### config.mk
export PLATFORM = sky130hd
export DESIGN_NAME = settle_timer
export DESIGN_NICKNAME = d
export VERILOG_FILES = /design/src/rtl/settle_timer.sv
export SDC_FILE = /design/constraint.sdc
export NUM_CORES = 1
export LEC_CHECK = 0
export CAP_MARGIN = 30
export CORE_AREA = 4 4 41 43
export DETAILED_ROUTE_END_ITERATION = 8
export DIE_AREA = 0 0 45 47
export DONT_BUFFER_PORTS = 1
export PLACE_DENSITY = 0.3
export REMOVE_ABC_BUFFERS = 1
export SLEW_MARGIN = 20
export SYNTH_ARGS = -nofsm -noshare
export SYNTH_HDL_FRONTEND = slang
export SYNTH_SLANG_ARGS = --single-unit
### constraint.sdc
create_clock -name clk -period 2.7 [get_ports clk]
set_input_delay 0.135 -clock clk [delete_from_list [all_inputs] [get_ports clk]]
set_output_delay 0.135 -clock clk [all_outputs]
set_load 0.05 [all_outputs]
### src/rtl/settle_timer.sv
// ============================================================================
// Module      : settle_timer
// Description : Settle-time counter with clear/enable; terminal flags the
//               last settle cycle (count == SETTLE-1).
// Revision    : 1.0 - initial release
// ============================================================================
`default_nettype none

module settle_timer #(
  parameter int SETTLE = 1
) (
  input  logic clk,
  input  logic rst_n,
  input  logic clear,
  input  logic enable,
  output logic terminal
);

  // Four bits cover the full 1..15 settle range
  localparam int CW = 4;

  logic [CW-1:0] count;

  // Clear has priority so a new minterm always starts its settle window at zero
  always_ff @(posedge clk or negedge rst_n) begin
    if (!rst_n) begin
      count <= '0;
    end else if (clear) begin
      count <= '0;
    end else if (enable) begin
      count <= count + CW'(1);
    end
  end

  assign terminal = (count == CW'(SETTLE - 1));

endmodule

`default_nettype wire

==> metrics, run 1 <==
number of antenna violations at the first check in global routing 0; chain of cells forming the critical path inv_1, ha_1, nor3b_2; global placement routability congestion around 0.67; initial standard-cell utilization of the core ~17%; detailed-route via count roughly 150; flip-flop and latch count after synthesis 4; share of synthesized area occupied by flip-flops and latches 45.45%; worst-path maximum fanout 4; setup slack of the most critical reg-to-reg path about 1700 ps; number of detailed-route iterations in the first pass 1; Setup WS post-layout 1053 ps; area added between synthesis and finish 30.11%; placeable core region 1301 µm²; global-route wire length before repair 669 µm; worst reg2reg path depth 3; Required @ worst endpoint 2570 ps; Final min period 1647 ps; CTS H-tree depth 1; count of max-cap constraint violations 0; master of the slowest instance on the critical path nor3b_2; crit path from count[0]; part of the cycle the worst path needs 60.98%; worst hold path stage count 2; TNS Setup 0 ps; number of clock sinks 4; I/O pins 5; path type of the worst setup path register to primary output; commonest non-fill, non-tap cells in the layout 4 x dfrtp_1, 3 x nor2_1, 3 x clkbuf_4; most common library cell in the layout ignoring fill and taps dfrtp_1; Worst Setup EP terminal; Worst EP arrival 1510 ps; number of hold violations in the final report 0; share of cells above drive strength 1 24.00%; final routed wirelength across all metal layers 387 µm; clock tree from TritonCTS built; worst setup slack before clock tree synthesis 1271 ps; Cells after DPL 35; ratio of total power to cell area 574.1 nW/µm²; cell type group with the largest total delay on the critical path simple AND/OR/NAND/NOR gates; number of buffer and inverter stages on the critical path 1; Layout Cell Area excl Fill 286.5 µm²; clock slew seen by the registers of the worst setup and hold paths 30 ps; largest stage delay on the critical path 690 ps; clk_skew 5.914 ps; number of design-rule violations left by the first detailed-router iteration 0; worst min-delay path category input pin to register; registers with the highest flip-flop counts count x4; setup repair after global routing missed its margin no; final slew viol count 0; via count of the first global-routing pass 160; buffer type at the clock tree root clkbuf_4; diodes inserted 0; Min Hold Slack 72.20 ps; standard-cell rows 13; Crit. path cell count 3; register with the most flip-flops count; Reg2Reg Capture Point count[2]; overall overflow remaining after global route 0; number of setup buffers added after CTS 0; number of flip-flops in the largest register 4; Max Fclk 607.3 MHz; routed wire length per instance 9.675 µm; floorplan die width roughly 45 µm; CP startpoint kind register; number of vias per cell after detailed routing 3.800; combined global-route utilization of all metal layers under 10%; maximum count of clock buffers along a single path 2; number of buffer cells added on primary ports 0; reg-to-reg startpoint count[0]; transition at the pin with the smallest max-transition slack between 800 and 900 ps; cell leakage power 0.0001335 µW; Final HPWL DP 321.9 µm; remaining max-slew budget at the tightest pin 43.20%; hold_buf cts 2; fillcell total 147; VDD IR-drop max 0.1841 mV; maximum number of pins on one net before global-route repair 6; detailed-route DRC error count 0; non-filler cells, final 40; die area 2115 µm²; post-synthesis cell count 20; final layout net count 33; antenna-violating nets left 0; Post-Synthesis Cell Area approximately 220 µm²; clock latency on the worst-skew pair ~230 ps; Resize count post-CTS 0; die span in y between 40 and 50 µm; area of placed instances 244.0 µm²; outcome completed; total clock buffers created by CTS 3; total setup violations reported at the end of the flow 0; Avg Synthesized Cell Area around 11 µm²; crit path capture type primary output; warnings from Yosys 0; unique cell type count in the Yosys netlist 13
cell usage after synthesis:
| master | instances | area share (%) |
|---|---|---|
| xnor2_1 | 1 | 4.0 |
| nor2_1 | 3 | 5.1 |
| a21bo_2 | 1 | 4.5 |
| nand4_1 | 1 | 2.8 |
| nor2b_1 | 1 | 2.8 |
| nor3b_1 | 1 | 3.4 |
| ha_1 | 2 | 11 |
| dfrtp_1 | 4 | 45 |
| nand3b_1 | 1 | 3.4 |
| mux2i_1 | 1 | 4.5 |
| a21oi_1 | 1 | 2.3 |
| mux2_4 | 1 | 6.8 |
| inv_1 | 2 | 3.4 |
worst min path at each step:
stage,from,to,slack [ps]
final,enable,count[0],70
after global routing,enable,count[0],80
after CTS,enable,count[0],70
after detailed placement,rst_n,count[2],-160
after global placement,rst_n,count[2],-160
after floorplan,rst_n,count[0],-160
kinds of logic after synthesis:
family          count (synthesis)  share of synthesized area (%)
simple gates                    7                          17.62
flops                           4                          45.46
compound gates                  2                          6.816
buf+inv                         2                          3.410
mux                             2                          11.36
fa+ha+maj                       2                          11.36
xor+xnor                        1                          3.978
final cells by class:
type | count | area, µm² | share of cell area (%)
Timing Repair Buffer | 2 | 20.02 | 6.987
Multi-Input combinational cell | 14 | 117.6 | 41.05
Inverter | 2 | 7.507 | 2.620
Clock buffer | 3 | 22.52 | 7.860
Sequential cell | 4 | 100.1 | 34.93
Tap cell | 15 | 18.77 | 6.550
stage by stage:
| stage | utilization [%] | power [µW] |
|---|---|---|
| 6_report | 22.02 | 164.5 |
| 2_1_floorplan | - | 86.57 |
| 3_3_place_gp | 18.75 | 90.25 |
| 4_1_cts | 22.02 | 171.3 |
| 3_5_place_dp | 18.75 | 90.36 |
| 5_1_grt | 22.02 | 176.8 |
report_power, final:
part / leakage [µW] / total, µW / switching (µW) / internal, µW
clock network: 0.0000138 / 71.9 / 22.4 / 49.5
logic: 0.0000653 / 25.9 / 16.1 / 9.76
registers: 0.0000544 / 66.7 / 3.31 / 63.4
metal layers:
layer  track usage, %  part of all wire, %  routed length (µm)  vias to the layer above
li1                 -                    -                   -                       78
met1            5.517                   46                 179                       71
met2            6.215                   49                 189                        3
met3            2.682                  4.7                  18                        0
met4            7.018                    0                   0                        0
met5                0                    0                   0                        -
(Power assumes the default switching activity.)
==> run 2, diff against run 1 <==
ABC_AREA = 1   (was unset)
clock period = 1.6 ns   (was 2.7 ns; I/O delays follow)
==> run 2 against run 1 <==
Hold slack got worse by 59 ps; clock-buffer cell count did not move; largest power group is now combinational cells; global-route usage fell by 0.16 points; via count rose by 18%; cell area rose by 0.87%; critical path depth rose by 1; worst setup slack got worse by 790 ps; first-iteration DRC count rose by 3; routed wire length rose by 12%; synthesized area rose by 2.3%; synthesized cell count rose by 35%; core utilization rose by 0.19 points.
==> metrics, run 2 <==
outcome completed; part of the power in combinational logic 39.4% (+24 points); Synth Area in Compound Gates 6.667% (-0.15 points); path type of the worst setup path register to primary output; predominant post-synthesis flop cell dfrtp_1; cell taking the most area after synthesis dfrtp_1; clk_skew 3.081 ps (-2.832 ps); share of synthesized area occupied by flip-flops and latches 44.44% (-1.0 points); placeable core region 1301 µm² (unchanged); count of max-cap constraint violations 0 (unchanged); Hold Path Origin enable; largest stage delay on the critical path 390 ps (-300 ps); area added between synthesis and finish 28.33%; cell internal power dissipation 269.8 µW (+120%); combined global-route utilization of all metal layers 4.996% (-0.16 points); reg-to-reg startpoint count[0]; warnings from Yosys 0 (unchanged); post-synthesis cell count 27 (+35%); Cells after DPL 43 (+23%); setup slack of the most critical reg-to-reg path 590 ps (-1070 ps); maximum count of clock buffers along a single path 2 (unchanged); simple-gate portion of the synthesized area 31.11% (+13 points); diodes inserted 0 (unchanged); clock latency on the worst-skew pair 230 ps (about the same); switching share of power 38.26% (+13 points); share of the synthesized netlist area taken by xor and xnor gates 0% (-4.0 points); number of buffer cells added on primary ports 0 (unchanged); worst min-delay path category input pin to register; net load switching power 167.2 µW (+300%); number of antenna violations at the first check in global routing 0 (unchanged); main combinational cell family by area after synthesis simple AND/OR/NAND/NOR gates; CP startpoint kind register; final core utilization 22.21% (+0.19 points); floorplan die width 45 µm (unchanged); commonest non-fill, non-tap cells in the layout 5 x nand2_1, 4 x inv_1, 4 x dfrtp_1; global placement routability congestion 0.6248 (-7.3%); Worst EP arrival 1260 ps (-250 ps); I/O pins 5 (unchanged); transition at the pin with the smallest max-transition slack 184.7 ps (-663.5 ps); non-filler cells, final 47 (+18%); leading cell types by total area after synthesis dfrtp_1 44%, ha_1 11%, nand2_1 8.3%; detailed-route DRC error count 0 (unchanged); buffer type at the clock tree root clkbuf_4; detailed-route via count 179 (+18%); Max Fclk 745.6 MHz; fillcell total 158 (+7.5%); chain of cells forming the critical path inv_1, ha_1, nor3b_2, buf_4; share of cells above drive strength 1 21.88% (-2.1 points); worst reg2reg path depth 4 (+1); number of design-rule violations left by the first detailed-router iteration 3 (+3); Post-Synthesis Cell Area 225.2 µm² (+2.3%); VDD IR-drop max 0.4982 mV (+170%); final layout net count 40 (+21%); setup repair after global routing missed its margin no; die span in y 47 µm (unchanged); cell leakage power 0.0001483 µW (+11%); worst hold path stage count 2 (unchanged); number of hold violations in the final report 0 (unchanged); TNS Setup 0 ps (unchanged); post-synth top area share 44.44% (-1.0 points); number of setup buffers added after CTS 0 (unchanged); number of flops mapped to enable cells by yosys 0 (unchanged); antenna-violating nets left 0 (unchanged); most common library cell in the layout ignoring fill and taps nand2_1; cell with the most instances after synthesis nand2_1; remaining max-slew budget at the tightest pin 87.65% (+44 points); crit path from count[0]; clock slew seen by the registers of the worst setup and hold paths 40 ps (about the same); arithmetic-cell share of the synthesized area counting full adders, half adders and majority gates 11.11% (-0.25 points); part of the cycle the worst path needs 83.83%; via count of the first global-routing pass 179 (+12%); CTS H-tree depth 1 (unchanged); Required @ worst endpoint 1520 ps (-1050 ps); final slew viol count 0 (unchanged); routed wire length per instance 9.213 µm (-4.8%); standard-cell rows 13 (unchanged); number of clock sinks 4 (unchanged); relative contribution of sequential cells to total power 32.3% (-8.3 points); ratio of total power to cell area 1512 nW/µm² (+160%); number of detailed-route iterations in the first pass 4 (+3); mux contribution to synthesized area 0% (-11 points); flip-flop and latch count after synthesis 4 (unchanged); Hold Path End count[1]; clock network fraction of design power 28.3% (-15 points); maximum number of pins on one net before global-route repair 6 (unchanged); Final min period ~1300 ps; clock tree from TritonCTS built; share of flip-flops with an asynchronous set or reset after synthesis 100.0% (unchanged); most used standard cells in the synthesized netlist 5 x nand2_1, 4 x dfrtp_1, 4 x inv_1; total clock buffers created by CTS 3 (unchanged); number of vias per cell after detailed routing 3.809 (+0.22%); global-route wire length before repair 710 µm (+6.1%); master of the slowest instance on the critical path dfrtp_1; overall overflow remaining after global route 0 (unchanged); number of flip-flops in the largest register 4 (unchanged); total setup violations reported at the end of the flow 0 (unchanged); initial standard-cell utilization of the core 17.31% (+0.38 points); die area 2115 µm² (unchanged); unique cell type count in the Yosys netlist 10 (-3); final routed wirelength across all metal layers 433 µm (+12%); crit path capture type primary output; worst-path maximum fanout 3 (-1); Avg Synthesized Cell Area 8.341 µm² (-24%); Reg2Reg Capture Point count[1]; register with the most flip-flops count; registers with the highest flip-flop counts count x4
## run 2: changes by cell type after synthesis, moves of 2 or more
| cell | previous run | this run |
|---|---|---|
| nand3_1 | 0 | 3 |
| nand2_1 | 0 | 5 |
| a21oi_1 | 1 | 3 |
| inv_1 | 2 | 4 |
## run 2: power groups by stage
stage                     Sequential, µW  Combinational, µW  Clock [µW]
final                                141                172         124
after global routing                 144                189         139
after CTS                            142                176         132
after detailed placement             143                172           0
after global placement               144                169           0
after floorplan                      137                129           0
## run 2: worst max path at each step
stage	to	slack [ps]
5_1_grt	terminal	210
2_1_floorplan	terminal	-260
4_1_cts	terminal	240
6_report	terminal	260
3_5_place_dp	terminal	490
3_3_place_gp	terminal	520
## run 2: metrics by stage
step | area (µm²) | hold WS [ps] | total power [µW] | setup WS [ps]
after floorplan | 225.2 | -215.6 | 266.4 | -255.2
after global placement | 256.5 | -215.4 | 312.8 | 521.8
after detailed placement | 256.5 | -215.5 | 314.8 | 491.2
after CTS | 289.0 | 1.279 | 449.5 | 237.4
after global routing | 289.0 | 15.28 | 473.2 | 206.1
final | 289.0 | 13.28 | 437.0 | 258.7
## run 2: cell type report
| type | count | area (µm²) | share of cell area (%) |
|---|---|---|---|
| clock buffer | 3 | 22.52 | 7.792 |
| inverter | 4 | 15.01 | 5.195 |
| multi-input combinational | 19 | 115.1 | 39.83 |
| sequential | 4 | 100.1 | 34.63 |
| tap | 15 | 18.77 | 6.494 |
| timing repair buffer | 2 | 17.52 | 6.061 |
## run 2: critical path, delay by kind of cell (launching register included)
family | cells | cell delay, ps
buffers and inverters | 2 | 340
adders and majority gates | 1 | 150
and+or+nand+nor | 1 | 150
DFF | 1 | 390
## run 2: logic make-up (layout without fill, tap and decap cells)
| family | Yosys count | count (layout) |
|---|---|---|
| buffers and inverters | 4 | 9 |
| AND/OR/NAND/NOR | 14 | 14 |
| flip-flops | 4 | 4 |
| adder cells (fa/ha/maj) | 2 | 2 |
| AO/OA/AOI/OAI | 3 | 3 |
## run 2: timing repair
action	4_1_cts	5_1_grt
hold buffers	1	0
endpoints found under the hold margin	4	0
resized for setup	0	0
## run 2: metal layers
layer	vias to the layer above	share of wire, %	wire, µm	global-route usage (%)
met1	78	45	193	5.747
met2	5	43	185	6.215
met3	0	13	55	2.682
met5	-	0	0	0
met4	0	0	0	5.263
li1	96	-	-	-
==> run 3, diff against run 2 <==
clock period = 1.4 ns   (was 1.6 ns; I/O delays follow)
==> run 3 against run 2 <==
Sequential share of layout area decreased by 0.44 points; via count grew 0.56%; clock skew decreased by 0.84 ps; combinational power increased by 23%; die area unchanged; clock-buffer cell count unchanged; critical path depth stayed put; routed wire length grew 1.6%; clock power rose by 11%; critical endpoint unchanged.
==> metrics, run 3 (synthesis gave the netlist of run 2 again) <==
outcome completed; Final min period 1285 ps; diodes inserted 0 (unchanged); final core utilization 22.50% (+0.29 points); largest stage delay on the critical path 390 ps (about the same); worst hold path stage count 2 (unchanged); clock latency on the worst-skew pair 230 ps (about the same); worst reg2reg path depth 4 (unchanged); crit path capture type primary output; path type of the worst setup path register to primary output; area of placed instances 256.5 µm² (unchanged); antenna-violating nets left 0 (unchanged); share of cells above drive strength 1 25.00% (+3.1 points); clock tree from TritonCTS built; die area 2115 µm² (unchanged); clk_skew 2.237 ps (-0.8444 ps); overall overflow remaining after global route 0 (unchanged); chain of cells forming the critical path inv_2, ha_1, nor3b_2, buf_6; most common library cell in the layout ignoring fill and taps nand2_1; final routed wirelength across all metal layers 440 µm (+1.6%); Hold Path End count[1]; worst-path maximum fanout 3 (unchanged); worst min-delay path category input pin to register; Hold Path Origin enable; number of hold violations in the final report 0 (unchanged); global placement routability congestion 0.6686 (+7.0%); VDD IR-drop max 0.4768 mV (-4.3%); total power 512.3 µW (+17%); combined global-route utilization of all metal layers 5.317% (+0.32 points); number of antenna violations at the first check in global routing 0 (unchanged); registers with the highest flip-flop counts count x4; switching share of power 37.73% (-0.53 points); total length of routed met3 wires 44 µm (-20%); cell leakage power 0.0001488 µW (+0.35%); number of clock sinks 4 (unchanged); Final HPWL DP 387.1 µm; setup repair after global routing missed its margin no; net load switching power 193.3 µW (+16%); ratio of total power to cell area 1750 nW/µm² (+16%); global-route wire length before repair 745 µm (+4.9%); number of buffer cells added on primary ports 0 (unchanged); number of setup buffers added after CTS 0 (unchanged); number of design-rule violations left by the first detailed-router iteration 1 (-2); Top Metal Used met3; CTS H-tree depth 1 (unchanged); cell internal power dissipation 319.0 µW (+18%); die span in y 47 µm (unchanged); number of flip-flops in the largest register 4 (unchanged); via count of the first global-routing pass 198 (+11%); TNS Setup 0 ps (unchanged); Reg2Reg Capture Point count[1]; detailed-route wire length on metal 1 181 µm (-6.2%); transition at the pin with the smallest max-transition slack 179.9 ps (-4.756 ps); non-filler cells, final 47 (unchanged); Max Fclk 778.2 MHz; detailed-route DRC error count 0 (unchanged); part of the power in combinational logic 41.3% (+1.9 points); area added between synthesis and finish 30.00%; clock network fraction of design power 26.9% (-1.4 points); final layout net count 40 (unchanged); Worst EP arrival 1220 ps (-40 ps); number of detailed-route iterations in the first pass 2 (-2); floorplan die width 45 µm (unchanged); placeable core region 1301 µm² (unchanged); initial standard-cell utilization of the core 17.31% (unchanged); part of the cycle the worst path needs 91.79%; final slew viol count 0 (unchanged); relative contribution of sequential cells to total power 31.9% (-0.4 points); count of max-cap constraint violations 0 (unchanged); standard-cell rows 13 (unchanged); buffer type at the clock tree root clkbuf_4; setup slack of the most critical reg-to-reg path 420 ps (-170 ps); commonest non-fill, non-tap cells in the layout 5 x nand2_1, 4 x dfrtp_1; number of vias per cell after detailed routing 3.830 (+0.56%); total setup violations reported at the end of the flow 0 (unchanged); remaining max-slew budget at the tightest pin 87.97% (+0.32 points); clock slew seen by the registers of the worst setup and hold paths 40 ps (about the same); reg-to-reg startpoint count[0]; metal2 WL 213 µm (+15%); Required @ worst endpoint 1330 ps (-190 ps); I/O pins 5 (unchanged); Layout Cell Area excl Fill 292.8 µm² (+1.3%); detailed-route via count 180 (+0.56%); Cells after DPL 43 (unchanged); CP startpoint kind register; maximum count of clock buffers along a single path 2 (unchanged); maximum number of pins on one net before global-route repair 6 (unchanged); master of the slowest instance on the critical path dfrtp_1; total clock buffers created by CTS 3 (unchanged); register with the most flip-flops count; routed wire length per instance 9.362 µm (+1.6%)
[run 3: through the flow]
| stage | worst slack [ps] | hold slack [ps] |
|---|---|---|
| finish | 115.0 | 3.963 |
| CTS | 49.24 | 7.650 |
| detailed placement | 301.4 | -225.4 |
| global placement | 330.1 | -225.4 |
| floorplan | -445.2 | -225.6 |
| global route | 28.89 | 19.18 |
[run 3: area by class of cell]
type	count	area [µm²]
timing repair buffer	2	21.27
clock buffer	3	22.52
sequential	4	100.1
inverter	4	15.01
fill	155	1008
tap	15	18.77
multi-input combinational	19	115.1
[run 3: worst max-delay path by stage]
stage | start | cells past startpoint | end
2_1_floorplan | count[0] | 3 | terminal
3_3_place_gp | count[0] | 4 | terminal
3_5_place_dp | count[0] | 4 | terminal
4_1_cts | count[0] | 4 | terminal
5_1_grt | count[1] | 4 | terminal
6_report | count[0] | 4 | terminal
[run 3: metal layers]
metal	GRT usage, %	vias to the layer above
met5	0	-
met4	5.263	0
met3	2.299	0
met2	8.475	5
met1	5.069	79
li1	-	96
[run 3: power groups by stage]
stage	registers (µW)	clock network (µW)	logic, µW
after floorplan	157	0	148
after global placement	164	0	193
after global routing	167	150	236
final	163	138	211
after detailed placement	163	0	197
after CTS	161	145	202
[run 3: worst max-delay path: cells and delay by family (launching register included)]
family | cells | cell delay, ps
buf+inv | 2 | 270
fa+ha+maj | 1 | 130
flops | 1 | 390
simple gates | 1 | 180
[run 3: repair_timing]
action | 4_1_cts | 5_1_grt
endpoints found under the hold margin | 4 | 0
gates resized for setup | 0 | 2
endpoints found under the setup margin | 0 | 1
hold buffers | 1 | 0
